$ cat src/rtl/salu_pkg.sv
`default_nettype none
// ============================================================================
// Module      : salu_pkg
// Description : Shared types for the scalar ALU and its requester arbiter:
//               ALU op codes, result flag bundle and response FSM states.
// Revision    : 1.0 - initial release
// ============================================================================
package salu_pkg;

    // ALU operation codes; forwarded to salu unmodified.
    typedef enum logic [3:0] {
        ALU_ADD  = 4'd0,
        ALU_SUB  = 4'd1,
        ALU_SLL  = 4'd2,
        ALU_SLT  = 4'd3,
        ALU_SLTU = 4'd4,
        ALU_XOR  = 4'd5,
        ALU_SRL  = 4'd6,
        ALU_SRA  = 4'd7,
        ALU_OR   = 4'd8,
        ALU_AND  = 4'd9,
        ALU_BEQ  = 4'd10,
        ALU_BNE  = 4'd11,
        ALU_BLT  = 4'd12,
        ALU_BGE  = 4'd13,
        ALU_BLTU = 4'd14,
        ALU_BGEU = 4'd15
    } alu_op_e;

    // Result flags, packed as {overflow, negative, zero}.
    typedef struct packed {
        logic ovf;
        logic neg;
        logic zero;
    } alu_flags_t;

    // Response path state.
    typedef enum logic [1:0] {
        RESP_IDLE     = 2'd0,
        RESP_INFLIGHT = 2'd1,
        RESP_HOLD     = 2'd2
    } resp_state_e;

endpackage : salu_pkg
`default_nettype wire

$ cat src/rtl/rr_arbiter.sv
`default_nettype none
// ============================================================================
// Module      : rr_arbiter
// Description : Combinational round-robin picker. Returns the first asserted
//               request at or after the pointer position (wrapping).
// Ports       : req   - request vector
//               en    - allow a grant this cycle
//               ptr   - highest-priority index (must be < NUM_REQ)
//               grant - one-hot grant (zero when none)
//               idx   - index of granted request
//               valid - a grant was made
// Revision    : 1.0 - initial release
// ============================================================================
module rr_arbiter #(
    parameter int NUM_REQ = 2,
    parameter int ID_W    = (NUM_REQ > 1) ? $clog2(NUM_REQ) : 1
) (
    input  logic [NUM_REQ-1:0] req,
    input  logic               en,
    input  logic [ID_W-1:0]    ptr,
    output logic [NUM_REQ-1:0] grant,
    output logic [ID_W-1:0]    idx,
    output logic               valid
);

    int k;

    always_comb begin
        grant = '0;
        idx   = '0;
        valid = 1'b0;
        k     = 0;
        for (int i = 0; i < NUM_REQ; i++) begin
            // Walk from ptr upward, wrapping once past the top.
            k = int'(ptr) + i;
            if (k >= NUM_REQ) begin
                k = k - NUM_REQ;
            end
            if (en && !valid && req[k]) begin
                valid    = 1'b1;
                grant[k] = 1'b1;
                idx      = ID_W'(k);
            end
        end
    end

endmodule : rr_arbiter
`default_nettype wire

$ cat src/rtl/salu_arbiter.sv
`default_nettype none
// ============================================================================
// Module      : salu_arbiter
// Description : Shares one registered scalar ALU (1-cycle latency) between
//               NUM_REQ requesters. Round-robin issue, valid/ready request
//               and response handshakes, one-entry hold buffer for response
//               backpressure, synchronous flush.
// Ports       : clk, rst_n (async, active-low), flush_i
//               req_valid_i/req_ready_o/req_op_i/req_rs1_i/req_rs2_i
//               resp_valid_o/resp_ready_i/resp_data_o/resp_flags_o
//               alu_rs1_o/alu_rs2_o/alu_op_o  -> salu
//               alu_res_i/alu_zero_i/alu_neg_i/alu_ovf_i <- salu
//               busy_o - response path not idle
// Revision    : 1.0 - initial release
// ============================================================================
module salu_arbiter
    import salu_pkg::*;
#(
    parameter int DATA_WIDTH = 32,
    parameter int NUM_REQ    = 2
) (
    input  logic                          clk,
    input  logic                          rst_n,
    input  logic                          flush_i,
    input  logic [NUM_REQ-1:0]            req_valid_i,
    output logic [NUM_REQ-1:0]            req_ready_o,
    input  logic [NUM_REQ*4-1:0]          req_op_i,
    input  logic [NUM_REQ*DATA_WIDTH-1:0] req_rs1_i,
    input  logic [NUM_REQ*DATA_WIDTH-1:0] req_rs2_i,
    output logic [NUM_REQ-1:0]            resp_valid_o,
    input  logic [NUM_REQ-1:0]            resp_ready_i,
    output logic [DATA_WIDTH-1:0]         resp_data_o,
    output logic [2:0]                    resp_flags_o,
    output logic [DATA_WIDTH-1:0]         alu_rs1_o,
    output logic [DATA_WIDTH-1:0]         alu_rs2_o,
    output logic [3:0]                    alu_op_o,
    input  logic [DATA_WIDTH-1:0]         alu_res_i,
    input  logic                          alu_zero_i,
    input  logic                          alu_neg_i,
    input  logic                          alu_ovf_i,
    output logic                          busy_o
);

    localparam int ID_W = (NUM_REQ > 1) ? $clog2(NUM_REQ) : 1;

    resp_state_e            state_q, state_d;
    logic [ID_W-1:0]        owner_q, owner_d;
    logic [ID_W-1:0]        rr_ptr_q, rr_ptr_d;
    logic [DATA_WIDTH-1:0]  hold_data_q, hold_data_d;
    alu_flags_t             hold_flags_q, hold_flags_d;

    logic                   w_owner_ready;
    logic                   w_issue_en;
    logic [NUM_REQ-1:0]     w_grant;
    logic [ID_W-1:0]        w_grant_idx;
    logic                   w_grant_valid;
    alu_flags_t             w_alu_flags;

    assign w_alu_flags   = '{ovf: alu_ovf_i, neg: alu_neg_i, zero: alu_zero_i};
    assign w_owner_ready = resp_ready_i[owner_q];

    // rst_n gates issue so nothing is granted while reset is held low.
    assign w_issue_en = rst_n && !flush_i &&
                        ((state_q == RESP_IDLE) || w_owner_ready);

    rr_arbiter #(
        .NUM_REQ (NUM_REQ),
        .ID_W    (ID_W)
    ) u_rr_arbiter (
        .req   (req_valid_i),
        .en    (w_issue_en),
        .ptr   (rr_ptr_q),
        .grant (w_grant),
        .idx   (w_grant_idx),
        .valid (w_grant_valid)
    );

    assign req_ready_o = w_grant;
    assign busy_o      = (state_q != RESP_IDLE);

    // ALU operand/op mux; idle slots issue ADD 0,0.
    always_comb begin
        alu_op_o  = ALU_ADD;
        alu_rs1_o = '0;
        alu_rs2_o = '0;
        if (w_grant_valid) begin
            alu_op_o  = req_op_i[w_grant_idx*4 +: 4];
            alu_rs1_o = req_rs1_i[w_grant_idx*DATA_WIDTH +: DATA_WIDTH];
            alu_rs2_o = req_rs2_i[w_grant_idx*DATA_WIDTH +: DATA_WIDTH];
        end
    end

    // Response outputs: live ALU outputs while in flight, hold regs otherwise.
    always_comb begin
        resp_valid_o = '0;
        if ((state_q != RESP_IDLE) && !flush_i) begin
            resp_valid_o[owner_q] = 1'b1;
        end
        if (state_q == RESP_INFLIGHT) begin
            resp_data_o  = alu_res_i;
            resp_flags_o = w_alu_flags;
        end else begin
            resp_data_o  = hold_data_q;
            resp_flags_o = hold_flags_q;
        end
    end

    // Next-state logic.
    always_comb begin
        state_d      = state_q;
        owner_d      = owner_q;
        rr_ptr_d     = rr_ptr_q;
        hold_data_d  = hold_data_q;
        hold_flags_d = hold_flags_q;

        if (flush_i) begin
            state_d      = RESP_IDLE;
            hold_data_d  = '0;
            hold_flags_d = '0;
        end else begin
            case (state_q)
                RESP_INFLIGHT: begin
                    if (!w_owner_ready) begin
                        // Capture the one-cycle ALU result before it is lost.
                        state_d      = RESP_HOLD;
                        hold_data_d  = alu_res_i;
                        hold_flags_d = w_alu_flags;
                    end else begin
                        state_d = RESP_IDLE;
                    end
                end
                RESP_HOLD: begin
                    if (w_owner_ready) begin
                        state_d = RESP_IDLE;
                    end
                end
                default: begin
                    state_d = RESP_IDLE;
                end
            endcase

            // A grant overrides the drain target: back-to-back issue.
            if (w_grant_valid) begin
                state_d = RESP_INFLIGHT;
                owner_d = w_grant_idx;
                if (int'(w_grant_idx) == NUM_REQ - 1) begin
                    rr_ptr_d = '0;
                end else begin
                    rr_ptr_d = w_grant_idx + ID_W'(1);
                end
            end
        end
    end

    always_ff @(posedge clk or negedge rst_n) begin
        if (!rst_n) begin
            state_q      <= RESP_IDLE;
            owner_q      <= '0;
            rr_ptr_q     <= '0;
            hold_data_q  <= '0;
            hold_flags_q <= '0;
        end else begin
            state_q      <= state_d;
            owner_q      <= owner_d;
            rr_ptr_q     <= rr_ptr_d;
            hold_data_q  <= hold_data_d;
            hold_flags_q <= hold_flags_d;
        end
    end

endmodule : salu_arbiter
`default_nettype wire
$ cat config.mk
export PLATFORM = sky130hd
export DESIGN_NAME = salu_arbiter
export DESIGN_NICKNAME = d
export VERILOG_FILES = /design/src/rtl/salu_pkg.sv /design/src/rtl/rr_arbiter.sv /design/src/rtl/salu_arbiter.sv
export SDC_FILE = /design/constraint.sdc
export NUM_CORES = 1
export LEC_CHECK = 0
export BUFFER_PORTS_ARGS = -buffer_cell sky130_fd_sc_hd__buf_2
export CORE_AREA = 3 3 109 111
export DETAILED_ROUTE_END_ITERATION = 6
export DIE_AREA = 0 0 112 114
export PLACE_DENSITY = 0.65
export SLEW_MARGIN = 20
export SYNTH_ARGS = -nofsm -noshare
export SYNTH_HDL_FRONTEND = slang
export SYNTH_SLANG_ARGS = --single-unit
$ cat constraint.sdc
create_clock -name clk -period 4.02 [get_ports clk]
set_input_delay 1.005 -clock clk [delete_from_list [all_inputs] [get_ports clk]]
set_output_delay 1.005 -clock clk [all_outputs]
set_load 0.02 [all_outputs]
After elaboration in Yosys (flattened, before gate mapping)

Index checks and enable logic that the tools add are counted.
W data, S select, Z words.

Register bits: 39
Bits of input ports: 178
Output and inout bits: 108
Word-level logic and storage cells: 85

Add/subtract/negate cells: 4
Order comparisons: 8
Equality and inequality tests: 4
Shifts and indexed selects: 3
Mux-type cells: 40
Bitwise operators: 2
Reductions and logical operators: 17

Operator list:

| operator                | number |
|---|---|
| $mux W32                | 8 |
| $shiftx A64 B7 Y32      | 2 |
| $ge A32 B1 Y1 const B   | 2 |
| $lt A32 B3 Y1 const B   | 2 |
| $ge A32 B3 Y1 const B   | 1 |
| $sub A32 B3 Y32 const B | 1 |
| $mux W1                 | 16 |
| $mux W2                 | 7 |
| $mux W3                 | 4 |
| $logic_and A1 B1 Y1     | 9 |
| $shiftx A8 B4 Y4        | 1 |
| $mux W4                 | 1 |
| $ne A4 B3 Y1 const B    | 1 |
| $pmux W2 S2             | 1 |
| $reduce_and A2 Y1       | 2 |
| $reduce_bool A2 Y1      | 2 |
| $demux W1 S1            | 3 |
| $sub A1 B2 Y3 const B   | 1 |
| $add A1 B1 Y2 const B   | 1 |
| $eq A2 B1 Y1 const B    | 1 |
| $eq A2 B2 Y1 const B    | 1 |
| $ge A1 B2 Y1 const B    | 1 |
| $logic_not A1 Y1        | 2 |
| $logic_not A2 Y1        | 1 |
| 7 further kinds         | 7 |

Depth between registers and ports, before layout

Depth in word-level cells: 13
Depth in mapped cells: 6
Gate-level depth less buffers: 3

Modules after synthesis

Synthesis repeated with hierarchy kept, for this count alone.

Cells, all modules: 300
Area, all modules: 3231.8 um^2

By module, submodules not included:

| module       | times used | cells each | area an instance (um^2) | sequential area each (um^2) |
|---|---|---|---|---|
| salu_arbiter | 1          | 293        | 3198.1                  | 975.9 |
| rr_arbiter   | 1          | 7          | 33.8                    | 0.0 |

Worst setup path after synthesis

No wires, ideal clock.

Path kind: input port to output port
From: input req_valid_i[1]
To: output alu_rs1_o[14]
Arrival: 2117 ps
Data required time: 3015 ps
Path slack: 898 ps
Stages: 6
Buffers on the path: 3
Path through: buf_2 inv_2 buf_2 clkbuf_1 o21ai_0 a21oi_1

Word-level cells in the longest chain between the ends: 11
Elaborated cells between the ends (all ways): 16
Classes of those cells: shift: 1; mux: 11; reduce/logical: 4

Ends and longest elaborated chain:

| item                                       | RTL line           | text |
|---|---|---|
| from (decl)                                | salu_arbiter.sv:25 | `input logic [NUM_REQ-1:0] req_valid_i,` |
| $mux W1 (not written as such) (3 in a row) | rr_arbiter.sv:39   | `if (en && !valid && req[k]) begin` |
| $logic_and A1 B1 Y1                        | rr_arbiter.sv:39   |  |
| $mux W1                                    | rr_arbiter.sv:39   |  |
| $logic_not A1 Y1                           | rr_arbiter.sv:39   |  |
| $logic_and A1 B1 Y1 (2 in a row)           | rr_arbiter.sv:39   |  |
| $mux W1                                    | rr_arbiter.sv:39   |  |
| $shiftx A64 B7 Y32                         | salu_arbiter.sv:88 | `alu_rs1_o = req_rs1_i[w_grant_idx*DATA_WIDTH +: DATA_WIDTH];` |
| $mux W32 *                                 | salu_arbiter.sv:86 | `if (w_grant_valid) begin` |
| to (decl)                                  | salu_arbiter.sv:34 | `output logic [DATA_WIDTH-1:0] alu_rs1_o,` |

Every way passes the cells marked *; elsewhere a longest branch is shown, timed or not. The select of a mux whose other input is x is not followed.

Worst setup path after layout

From: input req_valid_i[0]
To: output alu_rs2_o[19]

Word-level cells in the longest chain between the ends: 11
Elaborated cells between the ends (all ways): 16
Classes of those cells: shift: 1; mux: 11; reduce/logical: 4

Ends and longest elaborated chain:

| item                                       | RTL line           | text |
|---|---|---|
| $mux W1 (not written as such) (3 in a row) | rr_arbiter.sv:39   |  |
| $logic_and A1 B1 Y1                        | rr_arbiter.sv:39   |  |
| $mux W1                                    | rr_arbiter.sv:39   |  |
| $logic_not A1 Y1                           | rr_arbiter.sv:39   |  |
| $logic_and A1 B1 Y1 (2 in a row)           | rr_arbiter.sv:39   |  |
| $mux W1                                    | rr_arbiter.sv:39   |  |
| $shiftx A64 B7 Y32                         | salu_arbiter.sv:89 | `alu_rs2_o = req_rs2_i[w_grant_idx*DATA_WIDTH +: DATA_WIDTH];` |
| $mux W32 *                                 | salu_arbiter.sv:86 |  |
| to (decl)                                  | salu_arbiter.sv:35 | `output logic [DATA_WIDTH-1:0] alu_rs2_o,` |

Marks and branches as above.

==> impl_metrics.yaml <==
setup_path:
  worst_r2r_startpoint: "state_q[0]"
  cp.required_ns: 3.01
  timing.critical_path.fanout_max: 68
  start_kind: "primary input"
  worstPathArrival_ns: 2.43
  timing.critical_path.to_type: "output pin"
  crit_path_start: "req_valid_i[0]"
  crit_type: "primary input to output pin"
die:
  io_pins: 286
  number_of_placement_rows: 38
  dieHeight_um: 114
  initial_core_util: 0.287
  die_width_um: 112
  core_area_sq_mm: 0.0109
  fp.dieArea_sq_mm: 0.0128
clocking:
  post-cts-setup-buffer-count: 0
  cts_hold_buf: 0
  worst_skew_pair.late_latency_ns: 0.28
  clock_tree.buffer_depth: 2
  ctsHtreeMaxLevel: 2
  cts-buffers-inserted: 5
  tritoncts: "done"
  root_buffer: "clkbuf_8"
  cts.clk_slew.worst_paths_ns: 0.08
  clkSinkCount: 39
  post_cts_resize_count: 0
power:
  power_leakage_nw: 2.57
  power.ir.vdd_worst_uv: 164
  tot_pwr_mw: 1.19
  power.density_mw_per_mm2: 256
global_route:
  grt_pass1_wl_mm: 18.8
  grtUsageTotal: 0.175
  pin_count_of_the_biggest_net_entering_global_routing: 70
  initial_antenna_violation_count: 0
  grt_pass1_vias: 3832
  grt-ovfl-total: 0
sta:
  finalCriticalPeriod_ns: 3.44
  fmaxAchievable_mhz: 291
  final.setup.tns_ns: 0
  slew_at_the_pin_closest_to_its_max_slew_limit_ns: 0.603
  layout_setup_ws_ns: 0.585
  report.final.setup_viol: 0
  rsz0062_at_grt: "false"
  slew_headroom: 0.598
  part_of_the_cycle_the_worst_path_needs: 0.855
  final.setup_skew_ns: 0.00752
  report.final.slew_viol_count: 0
  final_hold_viol_count: 0
synth:
  synth_top_area_cell: "dfrtp_1"
  synth.top_cells.by_count: "a21oi_1, nand3_1, o21ai_0"
  synth_top_cell_area_share: 0.312
  mappedNetlistArea_sq_mm: 0.00312
  synth-edff-count: 0
  avgSynthCellArea_sq_um: 8.07
  synth_sequential_area_ratio: 0.312
  ys_async_sr_fraction: 1.00
  yosys_warnings: 0
  synth-seq-cells: 39
  synth-main-ff-cell: "dfrtp_1"
  syn-instance-count: 387
  synthesis.nets: 565
  yosys.cell_types.count: 30
  synth_area_leaders: "dfrtp_1, mux2_2, a21oi_1"
place:
  detailed_place_hpwl_mm: 9.26
  gp_weighted_congestion: 0.963
  preCtsSetupSlack_ns: 0.612
  placement.io_buffers: 285
worst_hold_path:
  min-delay-start: "hold_data_q[0]"
  min_path_type: "flop to flop"
layout:
  area_growth_pct: 49.5
  fillCellCount: 1072
  layout.area.seq_sq_um: 976
  layout_cell_share_with_drive_strength_beyond_1: 0.530
  multi_input_comb_area_sq_mm: 0.00190
  fin_nets: 820
  diode_count: 0
routing:
  route.detailed.wl_per_inst_um: 15.6
  detail_route.drc_violations: 0
  detail-route-antenna-nets: 0
  drt-pass1-iter-count: 4
  overall_via_count_from_detail_route: 4103
  wirelength_routed_mm: 12.2
  initialDrtViolationCount: 300
  viasPerCell: 5.24
job:
  max_cap_viol_count: 0
run_status:
  outcome: "finished clean"
==> flip-flops by register name (all words and copies together), names as in the netlist <==
signal / count
hold_data_q: 32
state_q: 2
rr_ptr_q: 1
owner_q: 1
hold_flags_q: 3
==> report_power, final <==
part           switching, mW  internal (mW)
combinational          0.312          0.203
clock                  0.132          0.121
sequential            0.0133          0.411
total                  0.458          0.736
==> layout make-up <==
class / instances / share of cell area
sequential: 39 / 0.209
multi-input combinational: 296 / 0.406
clock inverter: 2 / 0.00268
timing repair buffer: 296 / 0.326
tap: 140 / 0.0375
clock buffer: 6 / 0.0155
inverter: 4 / 0.00322
==> critical path: stages <==
cell	delay, ns
buf_2	0.15
and2b_1	0.13
buf_4	0.46
o21ai_0	0.16
a21oi_1	0.28
buf_2	0.22
==> cells by family after synthesis <==
kind of cell / share of synthesized area
DFF: 0.312
muxes: 0.131
AOI/OAI and AO/OA: 0.334
buffers and inverters: 0.0849
xor gates and xnor gates: 0.00280
and+or+nand+nor: 0.135
==> cells in the final DEF (no fill, tap or decap), types with 3 or more instances in the layout <==
master / count
a21oi_1: 68
o21ai_0: 65
clkbuf_8: 5
dfrtp_1: 39
nand2_1: 3
mux2_1: 3
mux2_2: 32
nand3_1: 68
buf_4: 10
a22o_1: 35
o21ai_1: 4
buf_2: 285
nor2_1: 3
==> final timing paths <==
kind | slack, ns | endpoint | cells past startpoint
setup / recovery | 0.58 | alu_rs2_o[19] | 6
hold / removal | 0.50 | hold_data_q[0] | 1
setup reg to reg | 2.33 | hold_data_q[2] | 5
hold reg to reg | 0.50 | hold_data_q[0] | 1
max in group asynchronous | 2.88 | rr_ptr_q | 2
min in group asynchronous | 0.80 | hold_data_q[6] | 2
==> layer usage <==
metal,global-route usage,routed length [um]
met1,0.210,4630
met2,0.311,6220
met3,0.0440,1080
met4,0.0545,323
met5,0,0
==> per-stage QoR <==
step	area (sq um)	cells	hold slack [ns]	util
floorplan	3120	387	0.467	-
global placement	4580	775	0.482	0.421
detailed placement	4580	775	0.485	0.421
CTS	4670	783	0.508	0.429
global route	4670	783	0.522	0.429
finish	4670	783	0.504	0.429
(Power assumes the default switching activity.)
